## config.mk

```make
export PLATFORM = sky130hd
export DESIGN_NAME = ex_muldiv
export DESIGN_NICKNAME = d
export VERILOG_FILES = /design/src/rtl/ex_muldiv.sv
export SDC_FILE = /design/constraint.sdc
export NUM_CORES = 1
export LEC_CHECK = 0
export ABC_AREA = 1
export CORE_ASPECT_RATIO = 1.4
export CORE_UTILIZATION = 25
export DETAILED_ROUTE_END_ITERATION = 10
export GPL_ROUTABILITY_DRIVEN = 0
export PLACE_DENSITY_LB_ADDON = 0.1
export SYNTH_ARGS = -nofsm -noshare
export SYNTH_HDL_FRONTEND = slang
export SYNTH_SLANG_ARGS = --single-unit
```

## constraint.sdc

```tcl
create_clock -name clk -period 3.9 [get_ports clk]
set_clock_uncertainty 0.1 [all_clocks]
set_input_delay 0.78 -clock clk [delete_from_list [all_inputs] [get_ports clk]]
set_output_delay 0.78 -clock clk [all_outputs]
set_load 0.02 [all_outputs]
```

## src/rtl/ex_muldiv.sv

```systemverilog
// Iterative radix-2 RV32M multiply/divide unit sitting beside the EX-stage ALU.
// Holds the pipeline via stall while a shift-add or restoring-divide sequence runs.
module ex_muldiv #(
  parameter int XLEN = 32
) (
  input  logic            clk,
  input  logic            rstn,
  input  logic            start,
  input  logic [2:0]      op,
  input  logic [XLEN-1:0] rs1,
  input  logic [XLEN-1:0] rs2,
  input  logic            flush,
  output logic            stall,
  output logic            busy,
  output logic            done,
  output logic [XLEN-1:0] result
);

  localparam int CW = $clog2(XLEN);
  localparam logic [CW-1:0] CLAST = CW'(XLEN - 1);

  localparam logic [1:0] S_IDLE = 2'd0;
  localparam logic [1:0] S_RUN  = 2'd1;
  localparam logic [1:0] S_FIX  = 2'd2;
  localparam logic [1:0] S_DONE = 2'd3;

  logic [1:0]        state;
  logic [CW-1:0]     count;
  logic [2:0]        op_q;
  logic              neg_a_q, neg_b_q;
  logic [XLEN-1:0]   m;        // multiplicand (MUL*) or divisor (DIV*/REM*) magnitude
  logic [2*XLEN-1:0] p;        // {acc, multiplier} or {remainder, quotient}

  logic              sgn_a, sgn_b, neg_a, neg_b, is_div, special;
  logic [XLEN-1:0]   abs_a, abs_b, spec_val;
  logic [XLEN:0]     msum, dshr;
  logic [XLEN+1:0]   ddiff;
  logic [2*XLEN-1:0] mul_nxt, div_nxt, prod;
  logic [XLEN-1:0]   quo, rem, fix_val;
  logic              capture;
  logic              unused_bits;

  always_comb begin
    sgn_a   = (op != 3'd3) && (op != 3'd5) && (op != 3'd7);
    sgn_b   = sgn_a && (op != 3'd2);
    neg_a   = sgn_a & rs1[XLEN-1];
    neg_b   = sgn_b & rs2[XLEN-1];
    abs_a   = neg_a ? -rs1 : rs1;
    abs_b   = neg_b ? -rs2 : rs2;
    is_div  = op[2];
    special = 1'b0;
    spec_val = '0;
    if (is_div && rs2 == '0) begin
      special  = 1'b1;
      spec_val = op[1] ? rs1 : '1;
    end else if (is_div && !op[0] && rs1 == {1'b1, {(XLEN-1){1'b0}}} && rs2 == '1) begin
      // signed overflow: quotient wraps to the dividend, remainder is zero
      special  = 1'b1;
      spec_val = op[1] ? '0 : rs1;
    end
  end

  assign capture = (state == S_IDLE) && start && !flush;

  always_comb begin
    msum    = {1'b0, p[2*XLEN-1:XLEN]} + (p[0] ? {1'b0, m} : '0);
    mul_nxt = {msum, p[XLEN-1:1]};
    dshr    = p[2*XLEN-1:XLEN-1];
    ddiff   = {1'b0, dshr} - {2'b0, m};
    div_nxt = ddiff[XLEN+1] ? {dshr[XLEN-1:0], p[XLEN-2:0], 1'b0}
                            : {ddiff[XLEN-1:0], p[XLEN-2:0], 1'b1};
    prod    = (neg_a_q ^ neg_b_q) ? -p : p;
    quo     = (neg_a_q ^ neg_b_q) ? -p[XLEN-1:0] : p[XLEN-1:0];
    rem     = neg_a_q ? -p[2*XLEN-1:XLEN] : p[2*XLEN-1:XLEN];
    case (op_q)
      3'd0:       fix_val = prod[XLEN-1:0];
      3'd1, 3'd2,
      3'd3:       fix_val = prod[2*XLEN-1:XLEN];
      3'd4, 3'd5: fix_val = quo;
      default:    fix_val = rem;
    endcase
  end

  assign unused_bits = ^{dshr[XLEN], ddiff[XLEN]};

  always_ff @(posedge clk or negedge rstn) begin
    if (!rstn) begin
      state   <= S_IDLE;
      count   <= '0;
      op_q    <= '0;
      neg_a_q <= 1'b0;
      neg_b_q <= 1'b0;
      m       <= '0;
      p       <= '0;
      result  <= '0;
    end else if (flush) begin
      state <= S_IDLE;
    end else begin
      case (state)
        S_IDLE: if (capture) begin
          op_q    <= op;
          neg_a_q <= neg_a;
          neg_b_q <= neg_b;
          count   <= '0;
          m       <= is_div ? abs_b : abs_a;
          p       <= {{XLEN{1'b0}}, is_div ? abs_a : abs_b};
          if (special) begin
            result <= spec_val;
            state  <= S_DONE;
          end else begin
            state  <= S_RUN;
          end
        end
        S_RUN: begin
          p     <= op_q[2] ? div_nxt : mul_nxt;
          count <= count + 1'b1;
          if (count == CLAST) state <= S_FIX;
        end
        S_FIX: begin
          result <= fix_val;
          state  <= S_DONE;
        end
        default: state <= S_IDLE;
      endcase
    end
  end

  assign busy  = (state == S_RUN) || (state == S_FIX);
  assign done  = (state == S_DONE);
  assign stall = capture || busy;

endmodule

```

### Word-level counts from Yosys, hierarchy flattened

Cells that the tools add are included.

* add/sub/neg operators: 8
* reduce and logical (&&, ||, !) cells: 24
* bitwise logic cells: 4
* eq/ne operators: 19
* mux-type cells: 29

Operators with widths (number)
* two-way mux 32 bit: 13
* two-way mux 64 bit: 4
* negation 32 bit: 4
* one-hot mux 64 bit (2 select lines): 1
* one-hot mux 32 bit (3 select lines): 1
* == test 32 bit (second input constant): 2
* negation 64 bit: 1
* one-hot mux 32 bit (2 select lines): 1
* subtractor 33 x 32 -> 34 bit: 1
* adder 32 x 32 -> 33 bit: 1
* zero test 32 bit: 1
* != test 3 bit (second input constant): 4
* one-hot mux 5 bit (2 select lines): 1
* logical AND 1 bit: 9
* two-way mux 2 bit: 4
* == test 3 x 2 -> 1 bit (second input constant): 2
* == test 3 bit (second input constant): 2
* != test 3 x 2 -> 1 bit (second input constant): 2
* one-hot mux 2 bit (3 select lines): 1
* AND reduction 3 bit: 2
* adder 5 x 1 -> 5 bit (second input constant): 1
* == test 5 bit (second input constant): 1
* two-way mux 5 bit: 1
* == test 2 bit (second input constant): 2
* other kinds (16): 22

* output and inout bits: 35
* register bits after elaboration: 140

### Depth between registers and ports, before layout

Gate-level depths: netlist of the first run.

* depth in word-level cells: 10
* gate-level depth with buffers: 20
* gate-level depth less buffers: 18

### Worst setup path before layout of the first run

No wires, ideal clock.

* path type: reg-to-reg
* from: register p[0]
* to: register p[57]
* slack: 1.249 ns
* arrival time: 2.435 ns
* buffers on the path: 2
* clock period less this slack: 2.651 ns
* required time: 3.684 ns
* stages on the path, launching flop included: 20
* cells stage by stage: dfrtp_1 > buf_2 > clkbuf_1 > nand2_1 > inv_1 > ha_1 > inv_1 > fa_1 > o21ai_0 > nand2_1 > nand2_1 > nand2_1 > nand2_1 > nand2_1 > nand3_1 > nand3_1 > nand2_1 > inv_1 > nand2_1 > nand2_1

* longest elaborated chain between the ends: 4

Ends and longest elaborated chain
* from (decl): line 32 `logic [2*XLEN-1:0] p;`
* from (signal assigned): line 106 `p <= {{XLEN{1'b0}}, is_div ? abs_a : abs_b};`
* from (signal assigned): line 115 `p <= op_q[2] ? div_nxt : mul_nxt;`
* two-way mux 32 bit: line 66 `msum = {1'b0, p[2*XLEN-1:XLEN]} + (p[0] ? {1'b0, m} : '0);`
* adder 32 x 32 -> 33 bit: line 66
* two-way mux 64 bit: line 115
* one-hot mux 64 bit (2 select lines): line 99 `case (state)`

Every way passes these cells.
A chain may end at the register's enable or synchronous reset.

### Worst setup path in the final report of the first run

* from: register m[20]
* to: register p[35]

* longest elaborated chain between the ends: 4

Ends and longest elaborated chain
* from (decl): line 31 `logic [XLEN-1:0] m;`
* from (signal assigned): line 105 `m <= is_div ? abs_b : abs_a;`
* subtractor 33 x 32 -> 34 bit: line 69 `ddiff = {1'b0, dshr} - {2'b0, m};`
* two-way mux 64 bit: line 70 `div_nxt = ddiff[XLEN+1] ? {dshr[XLEN-1:0], p[XLEN-2:0], 1'b0}`
* two-way mux 64 bit: line 115
* one-hot mux 64 bit (2 select lines): line 99

Every way passes these cells.

==> impl_results.md, run 1 <==
* Area of the core at 71700 um^2
* Worst-path clk slew at 70 ps
* CP Max Fanout at 24
* EDFF count, synth at 0
* Clock Path Buffers at 2
* Placed cells at 4253
* Register area at 3500 um^2
* First-pass GRT wire length at 147000 um
* Clk network pwr share at 0.088
* Worst EP required at 4180 ps
* Final setup violation count at 0
* Root Buffer Master: clkbuf_16
* Register area share after synthesis at 0.192
* IO Pins at 106
* Syn nets at 3376
* Worst setup margin at 613 ps
* I/O Buffers at 105
* Post-CTS Setup Inserts at 0
* CTS HTree Levels at 4
* Period utilisation layout at 0.843
* PD cells at 933 nW/um^2
* Post-synthesis compound-gate area fraction at 0.157
* RR Startpoint: m[20]
* Most common cell after layout, fill and taps aside: nand2_1
* Sw frac at 0.623
* Drc violations at 0
* Wirelength per Cell at 23.7 um
* Tmin final at 3290 ps
* Multi-input logic area at 12600 um^2
* Max frequency at 304 MHz
* Seq cells post-synth at 140
* Worst r2r dst: p[35]
* Flop2flop setup slack at 610 ps
* Post-synthesis adder-cell area fraction at 0.0537
* Worst slack at placement at 136 ps
* Hold Path Class: in -> async
* Max-capacitance violation count at 0
* Cts repair resizes at 0
* Vias/cell at 5.08
* Design area at 21200 um^2
* P&R area growth vs syn at 16.2%
* Cells on worst reg2reg path at 12
* Die X at 230 um
* Die height at 321 um
* DP Area at 20600 um^2
* Final Max Tran Viols at 0
* Congestion Overflow GR at 0
* Final core utilization at 0.295
* Post-Synth Simple-Gate Area at 0.451
* Fraction of registers with async set/reset at 1.00
* Worst setup SP type: register
* Hold buffer count at CTS at 0
* Peak supply drop at 0.372 mV
* Comb pwr share at 0.753
* Fill cell count at 8452
* Share of cells above drive strength 1 at 0.0679
* Synth Area in XOR/XNOR at 0.0293
* Share of power burned in registers at 0.159
* RSZ-0062 raised after global routing: false
* Gr usage total at 0.274
* Ys flop type: dfrtp_1
* Most frequent cells in the layout: 1001 x nand2_1, 403 x inv_1, 396 x nor2_1
* Arr. time, crit path at 3570 ps
* Setup TNS at 0 ps
* Synth Warn # at 0
* Syn_area_per_cell at 5.64 um^2
* Pin count of the biggest net entering global routing at 72
* Largest family of logic cells by synthesized area: simple AND/OR/NAND/NOR gates
* Mux cell area share after synthesis at 0.00110
* Sink Count at 140
* Number of global-route vias before repair at 21815
* WL final at 101000 um
* CTS tree: done
* DR vias at 21764
* Nets at 3476
* Worst-Skew Late Latency at 490 ps
* Dpl hpwl at 85400 um
* Fin cells at 4285
* Setup Crit Path Kind: reg -> reg
* Internal at 7440 uW
* TritonRoute pass-1 iters at 6
* Worst slew margin at 0.437
* P_sw at 12300 uW
* Starting Density at 0.254
* ANT nets after route at 0
* Status: complete, no violations
* Number of diodes at 0
* Cell leakage power at 0.0105 uW
* Slew @ Worst Pin at 836 ps
* CP Capture Type: register
* Netlist cell types at 57
* Hold Vio Cnt, Final at 0
* Detailed Route Iter0 Violations at 1565
* Initial antenna violation count at 0
* Synth Cell Area at 18200 um^2
* Die Area at 73900 um^2
* Clock buffer count from CTS at 17
* Cells after synthesis at 3228
* Rows at 116
==> flip-flops by register name, summed over array words and instances, names as in the netlist <==
register / count
neg_b_q: 1
m: 32
state: 2
count: 5
p: 64
result: 32
op_q: 3
neg_a_q: 1
==> metrics by stage <==
| step | hold slack, ps | power, uW |
|---|---|---|
| finish | 131 | 19700 |
| global route | 176 | 21300 |
| floorplan | 343 | 12100 |
| global placement | 377 | 18000 |
| detailed placement | 364 | 17900 |
| CTS | 146 | 19700 |
==> layout make-up <==
type / instances / share of cell area
multi-input combinational: 2564 / 0.596
timing repair buffer: 188 / 0.0804
inverter: 417 / 0.0743
clock inverter: 15 / 0.00757
tap: 944 / 0.0558
sequential: 140 / 0.166
clock buffer: 17 / 0.0201
==> power groups by stage <==
stage,registers [uW],clock network (uW),logic [uW]
after global routing,3170,1820,16300
after global placement,3150,0,14800
after floorplan,2840,0,9260
after detailed placement,3140,0,14700
after CTS,3120,1770,14800
final,3140,1740,14900
==> cells in the mapped netlist, types with 4 or more instances <==
library cell / instances / area share
o221ai_1: 10 / 0.0048
a21o_1: 7 / 0.0029
nand2_2: 5 / 0.0017
nand2_1: 1001 / 0.21
nand4_1: 61 / 0.021
buf_1: 14 / 0.0029
or2_2: 8 / 0.0027
dfrtp_1: 140 / 0.19
nand3_2: 4 / 0.0022
a211oi_1: 20 / 0.0082
and2_1: 6 / 0.0021
nor3_1: 31 / 0.0085
inv_1: 404 / 0.083
nand3b_1: 8 / 0.0033
nand2_4: 4 / 0.0025
o211ai_1: 32 / 0.013
nand3_1: 357 / 0.098
o22ai_1: 4 / 0.0014
o21ai_0: 164 / 0.045
o21ai_1: 14 / 0.0038
buf_2: 25 / 0.0069
a22oi_1: 20 / 0.0082
xor2_1: 39 / 0.019
buf_6: 7 / 0.0043
a31oi_1: 17 / 0.0058
nor2_1: 399 / 0.082
inv_2: 10 / 0.0021
a21oi_2: 23 / 0.011
clkbuf_1: 56 / 0.012
nor2_2: 40 / 0.014
xnor2_1: 20 / 0.0096
o21bai_1: 7 / 0.0029
ha_1: 75 / 0.052
a21oi_1: 159 / 0.044
==> layer usage <==
layer / share of wire / GRT usage
met3: 0.037 / 0.0290
met4: 0.078 / 0.192
met1: 0.38 / 0.299
met5: 0 / 0
met2: 0.51 / 0.495
==> worst max-delay path, cell delays in order, from the launching register on <==
cell     delay (ps)
dfrtp_1         500
inv_1           230
ha_1            430
a21oi_1         270
o21ai_0         170
nand2_1          90
nand2_1         130
a21oi_4         310
nand2_8         230
nor2_8          320
nand2_1         190
nand4_1         130
nand2_1          60
==> worst max-delay path by stage <==
| stage | slack (ps) | start | endpoint |
|---|---|---|---|
| detailed placement | 140 | rs2[0] | result[16] |
| CTS | 640 | m[20] | p[50] |
| global placement | 110 | rs2[1] | result[16] |
| finish | 610 | m[20] | p[35] |
| global route | 500 | m[20] | p[50] |
| floorplan | 1250 | p[0] | p[57] |
==> logic make-up after synthesis <==
family,count (synthesis)
XOR/XNOR,60
AND/OR/NAND/NOR,1937
multiplexers,2
AO/OA/AOI/OAI,488
flip-flops,140
buffers and inverters,524
adder cells (fa/ha/maj),77
Power figures use the tool's default switching activity.
==> inputs of run 2 (changes only) <==
==> constraint.sdc (replaced) <==
create_clock -name clk -period 2.9 [get_ports clk]
set_clock_uncertainty 0.1 [all_clocks]
set_input_delay 0.58 -clock clk [delete_from_list [all_inputs] [get_ports clk]]
set_output_delay 0.58 -clock clk [all_outputs]
set_load 0.02 [all_outputs]
==> impl_results.md, run 2 (same netlist as run 1, synthesis figures left out) <==
* Setup TNS at 0 ps (unchanged)
* Initial antenna violation count at 0 (unchanged)
* RSZ-0062 raised after global routing: true (was false)
* DP Area at 23300 um^2 (was 20600 um^2)
* IO Pins at 106 (unchanged)
* Rows at 116 (unchanged)
* CP Capture Type: register (unchanged)
* Dpl hpwl at 89700 um (was 85400 um)
* I/O Buffers at 105 (unchanged)
* Hold Path Class: reg -> reg (was in -> async)
* Gr usage total at 0.282 (was 0.274)
* Clock Path Buffers at 2 (unchanged)
* Worst-Skew Late Latency at 470 ps (was 490 ps)
* Status: complete, no violations (unchanged)
* CP Max Fanout at 8 (was 24)
* CP max-delay cell: dfrtp_1 (unchanged)
* CTS tree: done (unchanged)
* Pin count of the biggest net entering global routing at 72 (unchanged)
* Number of global-route vias before repair at 22656 (was 21815)
* Fill cell count at 8260 (was 8452)
* Most frequent cells in the layout: 994 x nand2_1, 407 x buf_4, 403 x inv_1 (was 1001 x nand2_1, 403 x inv_1, 396 x nor2_1)
* Setup Crit Path Kind: reg -> reg (unchanged)
* Final Max Tran Viols at 0 (unchanged)
* Starting Density at 0.254 (unchanged)
* Drc violations at 0 (unchanged)
* Worst-path clk slew at 80 ps (was 70 ps)
* ANT nets after route at 0 (unchanged)
* Worst EP required at 3150 ps (was 4180 ps)
* Detailed Route Iter0 Violations at 1664 (was 1565)
* PD cells at 1230 nW/um^2 (was 933 nW/um^2)
* Design area at 24000 um^2 (was 21200 um^2)
* WL final at 105000 um (was 101000 um)
* Share of cells above drive strength 1 at 0.162 (was 0.0679)
* Worst slew margin at 0.436 (was 0.437)
* Die X at 230 um (unchanged)
* CP cell instances: ha_1 -> a21oi_1 -> o21ai_0 -> nand2_1 -> nand2_1 -> a21oi_4 -> nand2_8 -> buf_12 -> nand3_1 -> o211ai_1 -> nand2_1 -> nand2_1 (was inv_1 -> ha_1 -> a21oi_1 -> o21ai_0 -> nand2_1 -> nand2_1 -> a21oi_4 -> nand2_8 -> nor2_8 -> nand2_1 -> nand4_1 -> nand2_1)
* Final core utilization at 0.335 (was 0.295)
* Die Area at 73900 um^2 (unchanged)
* Period utilisation layout at 0.978 (was 0.843)
* Hold Vio Cnt, Final at 0 (unchanged)
* Sink Count at 140 (unchanged)
* Number of diodes at 0 (unchanged)
* Root Buffer Master: clkbuf_16 (unchanged)
* Min Hold Slack at 389 ps (was 131 ps)
* Arr. time, crit path at 3090 ps (was 3570 ps)
* Most common cell after layout, fill and taps aside: nand2_1 (unchanged)
* Congestion Overflow GR at 0 (unchanged)
* Max frequency at 353 MHz (was 304 MHz)
* Clock buffer count from CTS at 17 (unchanged)
* Cell leakage power at 0.0122 uW (was 0.0105 uW)
* Post-CTS Setup Inserts at 0 (unchanged)
* P&R area growth vs syn at 32.0% (was 16.2%)
* Area of the core at 71700 um^2 (unchanged)
* Max-capacitance violation count at 0 (unchanged)
* Largest register by flop count: p (unchanged)
* Tmin final at 2840 ps (was 3290 ps)
* Largest register FFs at 64 (unchanged)
* Peak supply drop at 0.534 mV (was 0.372 mV)
* DR vias at 22939 (was 21764)
* Die height at 321 um (unchanged)
* CTS HTree Levels at 4 (unchanged)
* CP peak stage delay at 470 ps (was 500 ps)
* Slew @ Worst Pin at 846 ps (was 836 ps)
* Wirelength per Cell at 22.7 um (was 23.7 um)
* First-pass GRT wire length at 151000 um (was 147000 um)
* Vias/cell at 4.96 (was 5.08)
* Final setup violation count at 0 (unchanged)
* TritonRoute pass-1 iters at 6 (unchanged)
* Critical path's most frequent cell: nand2_1 (unchanged)
* Worst setup SP type: register (unchanged)
* Nets at 3818 (was 3476)
* Top flop regs: p (64), m (32), result (32) (unchanged)
==> run 2: cell count changes in the layout (fill, tap and decap cells not counted), sizes merged <==
cell	before	now
buf	84	425
clkdlybuf4s50	104	103
clkinv	6	7
clkinvlp	3	0
dlygate4sd2	0	1
dlygate4sd3	0	1
inv	422	424
==> run 2: routing by layer <==
| layer | global-route usage | vias to the layer above | part of all wire |
|---|---|---|---|
| met4 | 0.211 | 0 | 0.087 |
| met1 | 0.303 | 10600 | 0.37 |
| met2 | 0.512 | 745 | 0.51 |
| met3 | 0.0223 | 217 | 0.037 |
| li1 | - | 11377 | - |
| met5 | 0 | - | 0 |
==> run 2: repair_timing <==
| item | in CTS | in global routing |
|---|---|---|
| hold buffers | 1 | 0 |
| endpoints found under the setup margin | 2 | 26 |
| pin swaps | 0 | 0 |
| resized for setup | 2 | 34 |
| hold endpoints to repair | 24 | 0 |
==> run 2: path summary, 6_finish.rpt <==
| path | start | to | slack (ps) | cells after the start |
|---|---|---|---|---|
| hold / removal | count[2] | count[2] | 390 | 1 |
| setup / recovery | p[51] | p[52] | 60 | 12 |
| hold reg to reg | count[2] | count[2] | 390 | 1 |
| setup reg to reg | p[51] | p[52] | 60 | 12 |
| max in group asynchronous | rstn | p[47] | 1400 | 3 |
| min in group asynchronous | rstn | p[58] | 550 | 2 |
==> run 2: where the power goes <==
| group | leakage (uW) | switching [uW] | internal (uW) |
|---|---|---|---|
| Clock | 0.000295 | 1120 | 1230 |
| Combinational | 0.0102 | 15200 | 8090 |
| Sequential | 0.00174 | 1090 | 2820 |
==> run 2: stage by stage <==
step           std cells  worst slack [ps]  power (uW)
6_report            4627              64.0       29600
5_1_grt             4627             -6.28       31600
2_1_floorplan       3228               249       16300
3_5_place_dp        4594              -181       26800
4_1_cts             4627             0.973       29200
3_3_place_gp        4594              -198       26800
==> run 2: area by class of cell <==
type	count	area [um^2]	share of cell area
tap	944	1180	0.0491
inverter	417	1580	0.0656
sequential	140	3510	0.146
multi-input combinational	2564	12700	0.529
timing repair buffer	530	4460	0.185
clock inverter	15	173	0.00718
clock buffer	17	425	0.0177
==> run 2: worst max-delay path: cells and delay by family (launching register included) <==
| kind | cells | cell delay (ps) |
|---|---|---|
| AO/OA/AOI/OAI | 4 | 860 |
| buffers and inverters | 1 | 180 |
| adder cells (fa/ha/maj) | 1 | 350 |
| AND/OR/NAND/NOR | 6 | 780 |
| flip-flops | 1 | 470 |
